### config.mk
export PLATFORM = sky130hd
export DESIGN_NAME = fetch_unit
export DESIGN_NICKNAME = d
export VERILOG_FILES = /design/src/rtl/fetch_unit.sv
export SDC_FILE = /design/constraint.sdc
export NUM_CORES = 1
export LEC_CHECK = 0
export CAP_MARGIN = 20
export CELL_PAD_IN_SITES_DETAIL_PLACEMENT = 1
export CELL_PAD_IN_SITES_GLOBAL_PLACEMENT = 1
export CORE_MARGIN = 1
export CORE_UTILIZATION = 25
export DETAILED_ROUTE_END_ITERATION = 16
export PLACE_DENSITY = 0.67
export SYNTH_ARGS = -nofsm -noshare
export SYNTH_HDL_FRONTEND = slang
export SYNTH_SLANG_ARGS = --single-unit
### constraint.sdc
create_clock -name clk -period 2.7 [get_ports clk]
set_input_delay 0.27 -clock clk [delete_from_list [all_inputs] [get_ports clk]]
set_output_delay 0.27 -clock clk [all_outputs]
set_load 0.01 [all_outputs]
### src/rtl/fetch_unit.sv
// fetch_unit -- instruction fetch front end.
//
// Owns the PC register and fetches one instruction at a time from
// instruction memory over a req/gnt/rvalid handshake. The returned word is
// held, together with its PC and decoded fields, until the execute side
// acknowledges it. The next PC is then either sequential or the supplied
// branch/jump target. A misaligned taken target parks the unit in a terminal
// error state until reset.
//
// Ports:
//   clk, reset_n           clock (rising edge), asynchronous active-low reset
//   fetch_en               permits new fetch requests
//   imem_req/imem_addr     request and word-aligned address to memory
//   imem_gnt               memory accepts the request this cycle
//   imem_rvalid/imem_rdata returned instruction word
//   instr_valid/instr      held instruction and its valid flag
//   op/funct3/funct7b5     decoded fields of the held instruction
//   pc/pc_plus4            PC of the held instruction and PC + 4
//   instr_ack              execute side retires the held instruction
//   PCSrc/PCTarget         take PCTarget instead of pc_plus4 on ack
//   fetch_err              sticky misaligned-target error
//   instret                retired-instruction counter (wraps)
module fetch_unit #(
  parameter int          XLEN     = 32,
  parameter logic [31:0] RESET_PC = 32'h0000_0000
) (
  input  logic            clk,
  input  logic            reset_n,
  input  logic            fetch_en,
  output logic            imem_req,
  output logic [XLEN-1:0] imem_addr,
  input  logic            imem_gnt,
  input  logic            imem_rvalid,
  input  logic [31:0]     imem_rdata,
  output logic            instr_valid,
  output logic [31:0]     instr,
  output logic [6:0]      op,
  output logic [2:0]      funct3,
  output logic            funct7b5,
  output logic [XLEN-1:0] pc,
  output logic [XLEN-1:0] pc_plus4,
  input  logic            instr_ack,
  input  logic            PCSrc,
  input  logic [XLEN-1:0] PCTarget,
  output logic            fetch_err,
  output logic [31:0]     instret
);

  localparam logic [31:0] NOP = 32'h0000_0013;

  typedef enum logic [2:0] {
    IDLE = 3'd0,
    REQ  = 3'd1,
    WAIT = 3'd2,
    HOLD = 3'd3,
    ERR  = 3'd4
  } state_t;

  state_t          state_q, state_d;
  logic [XLEN-1:0] pc_q;
  logic [31:0]     instr_q;
  logic            fetch_err_q;
  logic [31:0]     instret_q;

  logic            ack_take;
  logic            target_misaligned;
  logic            capture;

  // An ack only counts while an instruction is actually held.
  assign ack_take          = (state_q == HOLD) && instr_ack;
  assign target_misaligned = PCSrc && (PCTarget[1:0] != 2'b00);
  // Data is captured only in WAIT, so a stray rvalid after an aborted
  // transaction (e.g. across a reset) can never reach instr.
  assign capture           = (state_q == WAIT) && imem_rvalid;

  // Next-state logic
  always_comb begin
    state_d = state_q;
    case (state_q)
      IDLE: if (fetch_en) state_d = REQ;
      // No retraction: once raised, the request waits for gnt regardless
      // of fetch_en.
      REQ:  if (imem_gnt) state_d = WAIT;
      WAIT: if (imem_rvalid) state_d = HOLD;
      HOLD: begin
        if (instr_ack) begin
          if (target_misaligned) state_d = ERR;
          else if (fetch_en)     state_d = REQ;
          else                   state_d = IDLE;
        end
      end
      ERR:     state_d = ERR;
      default: state_d = IDLE;
    endcase
  end

  always_ff @(posedge clk or negedge reset_n) begin
    if (!reset_n) state_q <= IDLE;
    else          state_q <= state_d;
  end

  // PC, held instruction, error flag and retire counter
  always_ff @(posedge clk or negedge reset_n) begin
    if (!reset_n) begin
      pc_q        <= XLEN'(RESET_PC);
      instr_q     <= NOP;
      fetch_err_q <= 1'b0;
      instret_q   <= 32'd0;
    end else begin
      if (capture) instr_q <= imem_rdata;
      if (ack_take) begin
        // The acked instruction itself retires even if its target faults.
        instret_q <= instret_q + 32'd1;
        if (target_misaligned) fetch_err_q <= 1'b1;
        else                   pc_q        <= PCSrc ? PCTarget : pc_plus4;
      end
    end
  end

  assign imem_req    = (state_q == REQ);
  assign imem_addr   = pc_q;
  assign instr_valid = (state_q == HOLD);
  assign instr       = instr_q;
  assign op          = instr_q[6:0];
  assign funct3      = instr_q[14:12];
  assign funct7b5    = instr_q[30];
  assign pc          = pc_q;
  assign pc_plus4    = pc_q + XLEN'(4);
  assign fetch_err   = fetch_err_q;
  assign instret     = instret_q;

endmodule

==> impl.org, run 1 <==
** Synthesis
- The synthesized netlist devotes 10.8% of its cell area to compound gates.
- After synthesis, the netlist uses 55 different library cells.
- By area, the combinational part of the netlist is dominated by simple AND/OR/NAND/NOR gates.
- In this run the mean area of a mapped cell was 10.2 sq um.
- The cell count after synthesis came out at between 500 and 600.
- Dominant register cell in the synthesized netlist :: sky130_fd_sc_hd__dfrtp_1
- After synthesis the cells add up to 5400 sq um.
- Mapped Nets :: 605
- After synthesis, the share of cell area in mux cells is 7.62%.
- FF+latch count, synth :: 100
- Summing the areas of all xor and xnor instances in the mapped netlist gives 9.56% of the synthesized area.
- For this run, the register share of the synthesized area comes to between 40% and 50%.
- Post-synth EDFFs :: 0
- Synth warn :: 0
- Post-synthesis share of cell area spent on full adders, half adders and majority gates :: 0.463%
- Simple-Gate Fraction of Synth Area :: approximately 17%
- After synthesis, the share of flip-flops with an asynchronous set or reset is 100%.

** Setup path
- FF-to-FF End :: instret[31]
- WS Path Type :: reg2out
- Arr. time, crit path :: 2340 ps
- Required time worst endpoint :: 2430 ps
- Type of destination of the critical path :: primary output
- Maximum fanout along the worst path :: 7
- Flop-to-flop setup slack :: about 420 ps
- Launch point of the critical path :: imem_addr[13]
- R2r worst-path depth :: 5
- The worst setup path is launched from a flop.
- Reg2reg start :: state_q[2]

** Worst hold path
- Along the worst hold path, the cell count comes to 1.
- Hold-critical path endpoint :: instret[5]
- The tightest min-delay check is of the reg2reg type.
- Worst Hold Launch :: instret[5]

** Finish
- The top cell types in the final layout, fill and taps aside, are sky130_fd_sc_hd__clkdlybuf4s50_1 (224), sky130_fd_sc_hd__dfrtp_1 (96), sky130_fd_sc_hd__nand2_1 (54).
- Leaving out filler cells and counting taps, the final layout contains 1049.
- Compared with the post-synthesis result, the final layout area differs by 57.9%.
- Fraction of final layout cells with drive strength greater than 1 :: 16.0%
- Leaving out fill and tap cells, the most frequent cell in the layout is sky130_fd_sc_hd__clkdlybuf4s50_1.
- After the last flow step, the layout net total stands at 842.
- The layout has 2342 filler cells.
- 0 antenna diodes ended up in the layout.

** Die
- Pin placement for this block handled 245 I/O pins.
- The initialized floorplan defines 53 standard-cell rows.
- The total area inside the core boundary comes to approximately 21000 sq um.
- The floorplan step defined a die boundary enclosing 22200 sq um.
- The floorplan step set the die width to 149 microns.
- The initial utilization of the core area, before any placement, comes to around a quarter.
- Chip height :: 149 microns

** Power
- In this run the power density over the cells is 981 nW/um^2.
- Maximum resistive drop on vdd :: 0.436 mV
- P_leak :: 0.00354 uW

** Routing
- After detailed routing, the total wire length is about 19 mm.
- Dividing the detail-routed via count by the number of cells gives 4.75.
- The detailed router finished its first iteration with 160 violations.
- The count of nets left with antenna violations once routing finished came out at 0.
- Final routed DRC violation total :: 0
- For this run, the detailed router's first-pass iteration total came to 4.
- Routed wirelength normalized by instance count :: roughly 18 microns
- For this block, the via count after detailed routing is 4979.

** Clocking
- After clock tree synthesis, the clock-pin slew on the worst setup and hold paths is about 70 ps.
- Clock tree from TritonCTS :: yes
- Buffer type at the clock tree root :: sky130_fd_sc_hd__clkbuf_16
- Clock sink total :: 100
- CTS HTree Levels :: 3
- Total clock buffers created by CTS :: 9
- Worst-skew pair later-pin latency :: between 300 and 400 ps
- The clock passes through at most 2 buffers.

** GRT
- The first global-routing pass estimated 29.3 mm of wire.
- Entering global routing, the biggest net connects 59 pins.
- Global routing used roughly 17% of the available tracks across all layers.
- Initial antenna violation count :: 0
- The number of global-route vias before repair came to 5356.
- Global routing finished with a remaining overflow of 0.

** STA
- Max transition margin :: 51.4%
- On the final layout, the worst hold slack is a little under 500 ps.
- Setup violations remaining at the end of the flow were counted as 0.
- Fin. max-slew vios :: 0
- Final worst-path cycle share :: 96.6%
- At the pin with the least slew margin, the transition time is between 700 and 800 ps.
- Endpoints failing hold :: 0
- For this run, the top clock speed supported by timing is 384 MHz.
- For the final database, setup skew stands at 17.4 ps.
- Setup total negative slack on the finished layout was measured at 0 ps.
- Final worst slack :: 92.9 ps
- Final critical delay including setup and external delays :: ~2600 ps

** Flow run
- Number of max-cap violations :: 0

** Placement
- Input and output buffers added on the ports amount to 244.
- Routability-driven placement finished with a final weighted congestion of 0.771.
- Once placement completed, the tool counted placed cells totaling 1027.
- Summed over all nets, the half-perimeter wirelength after detailed placement is 14.2 mm.
- Pre-CTS setup slack :: 157 ps

** Outcome
- Outcome :: completed
## layout make-up
class	count	area, sq um	area share (%)
multi-input combinational	354	2490	29.2
clock buffer	9	225	2.64
inverter	8	30.0	0.352
sequential	100	2510	29.4
timing repair buffer	296	2860	33.5
tap	275	344	4.03
clock inverter	7	75.1	0.880
## flip-flops by register name (all words and copies together), names as in the netlist
name	cells
state_q	3
fetch_err	1
instr	32
imem_addr	32
instret	32
## synth_stat cells, drive strengths merged, types with 4 or more instances
| library cell | count | area, sq um |
|---|---|---|
| a21oi | 17 | 85.1 |
| a22oi | 7 | 52.6 |
| a2bb2oi | 8 | 70.1 |
| and2 | 4 | 25.0 |
| and3 | 9 | 56.3 |
| and4 | 5 | 43.8 |
| buf | 52 | 368 |
| clkbuf | 18 | 67.6 |
| dfrtp | 97 | 2430 |
| inv | 8 | 30.0 |
| mux2 | 33 | 372 |
| mux2i | 4 | 40.0 |
| nand2 | 54 | 203 |
| nand3 | 26 | 135 |
| nand4 | 13 | 87.6 |
| nor2 | 26 | 97.6 |
| nor3 | 6 | 30.0 |
| nor4 | 8 | 56.3 |
| o21a | 5 | 37.5 |
| o21ai | 14 | 70.1 |
| o22ai | 10 | 62.6 |
| or2 | 4 | 25.0 |
| or4 | 4 | 37.5 |
| xnor2 | 41 | 359 |
| xor2 | 18 | 158 |
## routing by layer
metal  vias up  global-route usage [%]  part of all wire (%)
met5         -                       0                     0
met4         0                    5.26                   1.2
met3        15                    3.64                   7.0
met2       204                    29.7                    50
met1      2448                    20.6                    42
li1       2312                       -                     -
## through the flow
| stage | power [uW] | util, % | area [sq um] |
|---|---|---|---|
| 2_1_floorplan | 4590 | - | 5400 |
| 3_3_place_gp | 7050 | 38.6 | 8140 |
| 3_5_place_dp | 7130 | 38.6 | 8140 |
| 4_1_cts | 8480 | 40.3 | 8490 |
| 5_1_grt | 8900 | 40.5 | 8530 |
| 6_report | 8370 | 40.5 | 8530 |
## worst max-delay path by stage
stage	to	cells after the start	slack [ps]
2_1_floorplan	imem_addr[31]	6	470
3_3_place_gp	pc_plus4[29]	6	200
3_5_place_dp	instret[31]	6	160
4_1_cts	pc_plus4[17]	7	-30
5_1_grt	pc_plus4[31]	6	-4
6_report	pc_plus4[15]	7	90
## power breakdown
part / total [uW] / internal (uW) / switching, uW / leakage, uW
Clock: 1320 / 659 / 658 / 0.000145
Combinational: 4600 / 2630 / 1970 / 0.00216
Sequential: 2450 / 2020 / 430 / 0.00123
## worst max-delay path: stages, from the launching register on
cell and delay (ps):
sky130_fd_sc_hd__dfrtp_1 360, sky130_fd_sc_hd__buf_4 160, sky130_fd_sc_hd__nand2_1 100, sky130_fd_sc_hd__nor4_1 310
sky130_fd_sc_hd__buf_4 210, sky130_fd_sc_hd__buf_4 130, sky130_fd_sc_hd__xor2_1 150, sky130_fd_sc_hd__clkdlybuf4s50_1 560
## repair_timing
action                     CTS  global route
resized for setup           19            10
setup endpoints to repair   15            10
buffers inserted             3             2
hold buffers                 1             0
gates cloned                 0             0
hold endpoints to repair    23             0
pin swaps                    2             4
## kinds of logic after synthesis
kind of cell,after synthesis
and+or+nand+nor,169
muxes,37
buffers and inverters,78
DFF,100
AOI/OAI and AO/OA,87
adders and majority gates,2
xor gates and xnor gates,59
(Power assumes the default switching activity.)
==> run 2, diff against run 1 <==
CTS_BUF_LIST = sky130_fd_sc_hd__clkbuf_4   (was default)
==> run 2 against run 1 <==
- the run now ends with negative setup slack left
- sequential power hardly changed
- worst setup slack lost 130 ps
- first-iteration DRC count grew 3.1%
- highest routed layer unchanged
- critical path type unchanged
- cell count increased by 0.38%
- wire length is 0.19% higher
==> impl.org, run 2 (same netlist as run 1, synthesis figures left out) <==
** Outcome
- The run finished, with violations left.
- Failing checks :: negative setup slack

** Finish
- Filler Cell Count :: 2367 (+1.1%)
- Final core utilization :: 39.9% (-0.58 points)
- Most common cell after layout, fill and taps aside :: sky130_fd_sc_hd__clkdlybuf4s50_1
- Final Net Count :: 844 (+0.24%)
- In the layout the commonest cells are sky130_fd_sc_hd__clkdlybuf4s50_1 (222), sky130_fd_sc_hd__dfrtp_1 (96), sky130_fd_sc_hd__nand2_1 (54).
- Syn-to-layout area delta :: 55.6%
- Fraction of final layout cells with drive strength greater than 1 :: 17.8% (+1.8 points)

** STA
- The pin slew with the least headroom to its limit is 728 ps (-0.711 ps).
- Endpoints failing hold :: 0 (unchanged)
- The final total negative setup slack was -32.1 ps (-32.1 ps).
- The maximum clock frequency was 366 MHz (-4.6%).
- Final critical delay including setup and external delays :: 2730 ps (+125 ps)
- The clock skew is 35.8 ps (+18.5 ps).
- The worst slew margin relative to its limit was 51.5% (about the same).
- Final worst-path cycle share :: 101% (+4.6 points)
- Unrepaired setup endpoints after global routing :: true
- Fin. max-slew vios :: 0 (unchanged)
- The final worst slack came to -32.1 ps (-125 ps).
- Final setup vio count :: 1 (+1)

** Die
- The full die area was 22200 sq um (unchanged).
- The die outline width came to 149 microns (unchanged).
- Placement Rows :: 53 (unchanged)
- The starting density of the core is 25.6% (unchanged).
- Chip height :: 149 microns (unchanged)
- I/O pins :: 245 (unchanged)
- The floorplan core area came to 21100 sq um (unchanged).

** Routing
- Initial detailed-routing violation count :: 165 (+3.1%)
- The final routed DRC violation total came to 0 (unchanged).
- The count of TritonRoute iterations in the first routing pass is 4 (unchanged).
- The remaining antenna violation count after routing came to 0 (unchanged).
- The routed length per instance was 17.6 microns (-0.19%).
- The post-detailed-routing wire length was 18.5 mm (+0.19%).
- Vias :: 4986 (+0.14%)
- The via count normalized by instance count is 4.74 (-0.24%).

** Clocking
- The clock sink total was 100 (unchanged).
- CTS clk-pin slew, worst paths :: 200 ps (+130 ps)
- Total clock buffers created by CTS :: 9 (unchanged)
- CTS HTree Levels :: 3 (unchanged)
- In this run the clock root is driven by a sky130_fd_sc_hd__clkbuf_4.
- The insertion delay of the later-clocked pin in the worst-skew pair was 490 ps (+130 ps).
- TritonCTS built the clock tree.
- The largest buffer count on any clock path was 2 (unchanged).

** Power
- The leakage power summed over all cells came to 0.00349 uW (-1.4%).
- Power per Cell Area :: 937 nW/um^2 (-4.5%)
- The worst vdd rail ir drop was 0.418 mV (-4.1%).

** GRT
- Initial antenna violation count :: 1 (+1)
- The final global-route overflow total came to 0 (unchanged).
- The global router's overall resource usage is 16.9% (-0.026 points).
- Maximum number of pins on one net before global-route repair :: 59 (unchanged)
- Number of global-route vias before repair :: 5355 (-0.019%)
- The global-route wire length before repair was 29.3 mm (unchanged).

** Flow run
- The number of max-cap violations came to 0 (unchanged).

** Setup path
- CP Cell Sequence :: nand3_4 -> or4_4 -> or4_4 -> xnor2_2 -> clkdlybuf4s15_2
- The worst register-to-register path ends at instret[31].
- Slowest stage delay, CP :: 550 ps (about the same)
- The worst path arrival time came to 2460 ps (+120 ps).
- The largest fanout on the critical path is 6 (-1).
- Critical path depth in cells :: 5 (-2)
- The worst setup path is captured at a primary output.
- WS Path Type :: reg2out
- CP max stage cell :: sky130_fd_sc_hd__or4_4
- Among cell families on the critical path, the largest total delay comes from simple AND/OR/NAND/NOR gates.
- R2r worst-path depth :: 5 (unchanged)
- Cell repeated most along the worst path :: sky130_fd_sc_hd__or4_4
- Reg2reg start :: state_q[1]
- Required time worst endpoint :: 2430 ps (about the same)
- Flop-to-flop setup slack :: 450 ps (+30 ps)
- Buf/Inv on CP :: 1 (-3)
- The worst setup path is launched from a flop.

** Placement
- GP Congestion :: 0.771 (unchanged)
- The count of input and output buffers was 244 (unchanged).
- The HPWL reported at the end of detailed placement was 14.2 mm (unchanged).

** Worst hold path
- Kind of path behind the tightest hold check :: in2async
## run 2: cell count changes in the layout (fill, tap and decap cells not counted), sizes merged
| cell | previous run | this run |
|---|---|---|
| clkdlybuf4s15 | 1 | 3 |
| diode | 0 | 2 |
| dlygate4sd2 | 12 | 8 |
| buf | 52 | 55 |
| clkdlybuf4s50 | 224 | 222 |
| clkbuf | 9 | 12 |
## run 2: final cells by class
cell class	instances	area, sq um	share of cell area, %
diodes	2	5.00	0.0595
clock buffers	9	67.6	0.803
clock inverters	7	75.1	0.893
inverters	8	30.0	0.357
multi-input cells	354	2520	30.0
flip-flops and latches	100	2510	29.8
well taps	275	344	4.09
repair buffers	298	2860	34.0
## run 2: layer usage
layer  routed length [microns]  part of all wire, %  global-route usage, %
met1                      7930                   43                   20.6
met2                      9130                   49                   29.9
met3                      1260                  6.8                   3.49
met4                       221                  1.2                   5.15
met5                         0                    0                      0
## run 2: worst max-delay path by stage
stage | from | to | slack, ps
6_report | imem_addr[12] | pc_plus4[31] | -30
5_1_grt | imem_addr[6] | pc_plus4[17] | -150
4_1_cts | imem_addr[7] | pc_plus4[22] | -230
3_5_place_dp | instr_ack | instret[31] | 160
3_3_place_gp | imem_addr[12] | pc_plus4[29] | 200
2_1_floorplan | imem_addr[19] | imem_addr[31] | 470
## run 2: what timing repair did
item,CTS,global route
pin swaps,6,7
buffers inserted,6,1
endpoints found under the hold margin,54,0
cloned,0,0
resized for setup,30,20
hold buffers,1,0
endpoints found under the setup margin,20,18
## run 2: report_power, final
| part | leakage, uW | switching [uW] | total, uW | internal, uW |
|---|---|---|---|---|
| Combinational | 0.00218 | 1980 | 4610 | 2640 |
| Clock | 0.0000753 | 597 | 818 | 221 |
| Sequential | 0.00123 | 432 | 2450 | 2010 |
| Total | 0.00349 | 3010 | 7880 | 4870 |
## run 2: stage by stage
| stage | setup WS, ps | total power [uW] | cells | hold slack (ps) | instance area [sq um] |
|---|---|---|---|---|---|
| detailed placement | 157 | 7130 | 1027 | 379 | 8140 |
| floorplan | 471 | 4590 | 532 | -25.6 | 5400 |
| global placement | 197 | 7050 | 1027 | 366 | 8140 |
| CTS | -228 | 7990 | 1050 | 341 | 8360 |
| finish | -32.1 | 7880 | 1053 | 351 | 8410 |
| global route | -155 | 8410 | 1053 | 359 | 8410 |
## run 2: worst register-to-register path, delay by kind of cell, from the launching register on
family | cells | cell delay [ps]
xor gates and xnor gates | 1 | 160
and+or+nand+nor | 4 | 1460
DFF | 1 | 570
